<file path="src/rtl/dma_src_rd.sv">
// Source-side DMA read engine: turns one (byte address, byte length) descriptor
// into word-aligned memory reads and hands each word to the byte buffer with lane enables.
module dma_src_rd #(
    parameter int DATA_WD = 32,
    parameter int BE_WD   = DATA_WD / 8,
    parameter int ADDR_WD = 32,
    parameter int LEN_WD  = 16
) (
    input  logic               clk_i,
    input  logic               rst_i,
    input  logic               cmd_valid_i,
    output logic               cmd_ready_o,
    input  logic [ADDR_WD-1:0] cmd_addr_i,
    input  logic [LEN_WD-1:0]  cmd_len_i,
    output logic               mem_req_o,
    output logic [ADDR_WD-1:0] mem_addr_o,
    input  logic               mem_gnt_i,
    input  logic               mem_rvalid_i,
    input  logic [DATA_WD-1:0] mem_rdata_i,
    output logic [DATA_WD-1:0] wdata_o,
    output logic [BE_WD-1:0]   wbe_o,
    output logic               wvalid_o,
    input  logic               wready_i,
    output logic               busy_o,
    output logic               done_o
);
    localparam int OW = $clog2(BE_WD);
    localparam int NW = OW + 1;

    typedef enum logic [2:0] {S_IDLE, S_REQ, S_WAIT, S_PUSH, S_DONE} state_t;

    state_t             r_state;
    logic [ADDR_WD-1:0] r_addr;
    logic [LEN_WD-1:0]  r_rem;
    logic [OW-1:0]      r_off;
    logic [NW-1:0]      r_n;
    logic [DATA_WD-1:0] r_wdata;
    logic [BE_WD-1:0]   r_wbe;
    logic               r_cmd_ready;
    logic               r_mem_req;
    logic               r_wvalid;
    logic               r_busy;
    logic               r_done;
    logic [NW-1:0]      w_n;

    // Bytes carried by the current word: lanes left above the offset, capped by what remains.
    function automatic logic [NW-1:0] lane_count(input logic [OW-1:0]     off,
                                                 input logic [LEN_WD-1:0] rem);
        logic [LEN_WD-1:0] avail;
        avail = LEN_WD'(BE_WD) - LEN_WD'(off);
        if (rem < avail)
            lane_count = NW'(rem);
        else
            lane_count = NW'(avail);
    endfunction

    function automatic logic [BE_WD-1:0] lane_mask(input logic [OW-1:0] off,
                                                   input logic [NW-1:0] n);
        lane_mask = '0;
        for (int i = 0; i < BE_WD; i++)
            if (i >= int'(off) && i < int'(off) + int'(n))
                lane_mask[i] = 1'b1;
    endfunction

    assign w_n = lane_count(r_off, r_rem);

    always_ff @(posedge clk_i) begin
        if (rst_i) begin
            r_state     <= S_IDLE;
            r_addr      <= '0;
            r_rem       <= '0;
            r_off       <= '0;
            r_n         <= '0;
            r_wdata     <= '0;
            r_wbe       <= '0;
            r_cmd_ready <= 1'b1;
            r_mem_req   <= 1'b0;
            r_wvalid    <= 1'b0;
            r_busy      <= 1'b0;
            r_done      <= 1'b0;
        end else begin
            r_done <= 1'b0;
            case (r_state)
                S_IDLE: begin
                    if (cmd_valid_i) begin
                        r_addr      <= {cmd_addr_i[ADDR_WD-1:OW], {OW{1'b0}}};
                        r_off       <= cmd_addr_i[OW-1:0];
                        r_rem       <= cmd_len_i;
                        r_cmd_ready <= 1'b0;
                        r_busy      <= 1'b1;
                        if (cmd_len_i == '0) begin
                            r_state <= S_DONE;
                            r_done  <= 1'b1;
                        end else begin
                            r_state   <= S_REQ;
                            r_mem_req <= 1'b1;
                        end
                    end
                end
                S_REQ: begin
                    if (mem_gnt_i) begin
                        r_mem_req <= 1'b0;
                        r_state   <= S_WAIT;
                    end
                end
                S_WAIT: begin
                    if (mem_rvalid_i) begin
                        r_wdata  <= mem_rdata_i;
                        r_n      <= w_n;
                        r_wbe    <= lane_mask(r_off, w_n);
                        r_wvalid <= 1'b1;
                        r_state  <= S_PUSH;
                    end
                end
                S_PUSH: begin
                    // Only the first word can start mid-word; later words begin at lane 0.
                    if (wready_i) begin
                        r_wvalid <= 1'b0;
                        r_off    <= '0;
                        r_rem    <= r_rem - LEN_WD'(r_n);
                        if (r_rem == LEN_WD'(r_n)) begin
                            r_state <= S_DONE;
                            r_done  <= 1'b1;
                        end else begin
                            r_addr    <= r_addr + ADDR_WD'(BE_WD);
                            r_state   <= S_REQ;
                            r_mem_req <= 1'b1;
                        end
                    end
                end
                S_DONE: begin
                    r_state     <= S_IDLE;
                    r_busy      <= 1'b0;
                    r_cmd_ready <= 1'b1;
                end
                default: begin
                    r_state     <= S_IDLE;
                    r_busy      <= 1'b0;
                    r_cmd_ready <= 1'b1;
                    r_mem_req   <= 1'b0;
                    r_wvalid    <= 1'b0;
                end
            endcase
        end
    end

    assign cmd_ready_o = r_cmd_ready;
    assign mem_req_o   = r_mem_req;
    assign mem_addr_o  = r_addr;
    assign wdata_o     = r_wdata;
    assign wbe_o       = r_wbe;
    assign wvalid_o    = r_wvalid;
    assign busy_o      = r_busy;
    assign done_o      = r_done;

endmodule
</file>
<file path="config.mk">
export PLATFORM = sky130hd
export DESIGN_NAME = dma_src_rd
export DESIGN_NICKNAME = d
export VERILOG_FILES = /design/src/rtl/dma_src_rd.sv
export SDC_FILE = /design/constraint.sdc
export NUM_CORES = 1
export LEC_CHECK = 0
export CAP_MARGIN = 15
export CORE_MARGIN = 4
export CORE_UTILIZATION = 47
export DETAILED_ROUTE_END_ITERATION = 8
export PLACE_DENSITY_LB_ADDON = 0.2
export SLEW_MARGIN = 40
export SYNTH_ARGS = -nofsm -noshare
export SYNTH_HDL_FRONTEND = slang
export SYNTH_SLANG_ARGS = --single-unit
</file>
<file path="constraint.sdc">
create_clock -name clk_i -period 4.1 [get_ports clk_i]
set_clock_uncertainty 0.1 [all_clocks]
set_input_delay 0.615 -clock clk_i [delete_from_list [all_inputs] [get_ports clk_i]]
set_output_delay 0.615 -clock clk_i [all_outputs]
set_load 0.02 [all_outputs]
</file>
==> qor.txt <==
Area fraction of the dominant cell type after synthesis - 37.8%
Power per standard cell area - 394 nW/µm²
Final layout net count - 895
Clock tree from TritonCTS - done
GRT Util Overall - 22.9%
Pin count of the biggest net entering global routing - 56
Type of the worst setup path - flip-flop to flip-flop
Path category of the worst min-delay check - flip-flop to flip-flop
Post-DP HPWL - 10700 µm
Required time at the endpoint of the critical path - 4.21 ns
Overflow after GRT - 0
Die height - 111 µm
Count leader, synth - nand2_1
Final weighted congestion in routability-driven placement - 0.937
First-pass GRT wire length - 24300 µm
Chip width - 111 µm
ANT nets after route - 0
Total negative slack - 0 ns
Area of all sequential standard cells - 1900 µm²
Total of endpoints with negative setup slack in the final report - 0
Endpoint type of the worst setup path - flip-flop
Initial core utilization - 48.5%
FFs w/ async S/R, synth - 0%
Post-Synthesis Cell Area - 5030 µm²
Cells after synthesis - 670
Core area - 10400 µm²
IO Count - 159
Number of rows in the core area - 37
First drt pass iteration count - 5
Final number of hold-violating endpoints - 0
Max H-tree Level - 3
Crit path DAT - 3.71 ns
Buffers inserted during post-CTS setup optimization - 0
Vias after detailed routing - 5430
Post-synthesis sequential area ratio - 37.8%
Count of unresolved DRC violations after routing - 0
Detailed-route vias per instance - 5.80
Beginning of the worst hold path - cmd_ready_o
Post-route clock period utilization - 87.7%
Post-CTS Resized - 0
Unrepaired setup endpoints after global routing - no
Largest fanout on the critical path - 6
Worst Setup EP - wbe_o[0]
Leakage Power - 0.00243 µW
Worst Hold Slack - 0.354 ns
Number of antenna violations at the first check in global routing - 0
Syn-to-layout area delta - 36.4%
Diodes inserted - 0
Cts bufs inserted - 9
Max-slew violation total from the final report - 0
Floorplan die area - 12400 µm²
Worst-case headroom to the max-slew limit - 47.0%
Final wirelength - 14900 µm
Ranking of synthesized cells by instance count - nand2_1, dfxtp_1, a21oi_1, nor2_1, clkbuf_1
Number of fill cells - 915
Share of cells above drive strength 1 - 5.87%
Number of enable flip-flop cells after synthesis - 0
Number of global-route vias before repair - 5205
Cells taking the most area after synthesis - dfxtp_1, nand2_1, a21oi_1
Cells on worst reg2reg path - 15
Flip-flop cell with the highest count after synthesis - dfxtp_1
Max Root-Sink Buffers - 2
Clock root buffer - clkbuf_8
Setup slack, reg-to-reg - 0.51 ns
Max Freq - 0.278 GHz
# Max-Cap Violations - 0
Number of different library cells in the post-synthesis netlist - 64
Clock period minus worst slack - 3.59 ns
Footprint of the multi-input gates - 2870 µm²
Skew-Pair Late Insertion Delay - 0.36 ns
Worst-case setup slack after placement - 0.527 ns
Endpoint of the lowest-slack register-to-register path - wbe_o[0]
Register clock-pin slew on the reported worst setup and hold paths - 0.09 ns
DR iter-0 viols - 364
Reg-to-reg critical path startpoint - r_off[0]
Count of input and output buffers - 156
Largest voltage drop on the vdd net - 0.000242 V
Post-detailed-route wirelength per cell - 15.9 µm
Hold bufs inserted after CTS - 0
Type of element launching the critical path - flip-flop
TritonCTS Sinks - 95
Average cell area after synthesis - 7.51 µm²
Worst setup slack after layout - 0.505 ns
Status - completed
Critical path origin - r_off[0]
Synth warn - 0
Actual transition at the worst max-transition pin - 0.774 ns
Yosys top cell by area - dfxtp_1
Total of flip-flops plus latches after synthesis - 95
-- layout by cell type (no fill, tap or decap), drive strengths merged, types with 5 or more instances in the layout --
cell type and instances:
nor3 16, dfxtp 95, nor2b 5, clkdlybuf4s50 155, nor2 55, a21oi 80, a31oi 7, nand2 135
o41ai 7, a22o 5, nand4 8, o32ai 5, inv 16, ha 11, clkbuf 10, nand3 19
nand2b 5, o21ai 37, a211oi 12, nor4 14, buf 11, o31ai 10, or3 7, a22oi 11
-- sequential cells by signal, summed over array words and instances, names as in the netlist --
signal	flops
r_off	2
r_rem	16
wvalid_o	1
r_state	3
busy_o	1
mem_req_o	1
wbe_o	4
wdata_o	32
cmd_ready_o	1
mem_addr_o	30
r_n	3
done_o	1
-- per-layer routing --
layer	track usage (%)	routed length, µm	part of all wire (%)
met1	29.0	6060	41
met2	38.5	7320	49
met3	6.36	1210	8.1
met4	6.41	289	1.9
met5	0	0	0
-- how the worst min path moves through the flow --
stage | endpoint | slack, ns | cells past startpoint
2_1_floorplan | r_rem[0] | 0.35 | 2
3_3_place_gp | cmd_ready_o | 0.33 | 2
3_5_place_dp | cmd_ready_o | 0.34 | 2
4_1_cts | cmd_ready_o | 0.36 | 2
5_1_grt | cmd_ready_o | 0.38 | 2
6_report | cmd_ready_o | 0.35 | 2
-- cell type report --
cell class	count	share of cell area, %
clock buffers	10	2.01
clock inverters	6	1.33
inverters	15	0.820
multi-input cells	509	41.9
flip-flops and latches	95	27.7
well taps	136	2.48
repair buffers	166	23.8
-- critical path, cell delays in order, from the launching register on --
cell      delay (ns)
dfxtp_1         0.43
inv_1           0.09
ha_1            0.31
inv_1           0.05
ha_1            0.26
o21ai_0         0.14
o21ai_0         0.14
nor3_1          0.31
mux2i_1         0.30
ha_1            0.22
inv_1           0.06
fa_1            0.40
a211o_1         0.28
a21o_1          0.18
nand2_2         0.10
a211oi_1        0.08
-- stage by stage --
stage	power [µW]	util, %	std cells	area, µm²
floorplan	1680	-	671	5030
global placement	1980	63.8	921	6620
detailed placement	2010	63.9	921	6630
CTS	2720	66.1	937	6850
global route	2850	66.2	937	6860
finish	2700	66.2	937	6860
-- power by group --
group	switching [µW]	internal, µW
clock network	334	364
logic	484	390
registers	113	1020
-- logic make-up (layout without fill, tap and decap cells) --
| group | after synthesis | after routing | synth area share [%] |
|---|---|---|---|
| AND/OR/NAND/NOR | 280 | 280 | 25.1 |
| AO/OA/AOI/OAI | 211 | 211 | 27.2 |
| flip-flops | 95 | 95 | 37.8 |
| buffers and inverters | 67 | 197 | 5.74 |
| adder cells (fa/ha/maj) | 13 | 13 | 3.53 |
| multiplexers | 2 | 2 | 0.398 |
| other | 1 | 2 | 0.0745 |
| XOR/XNOR | 1 | 1 | 0.174 |
Power figures use the tool's default switching activity.
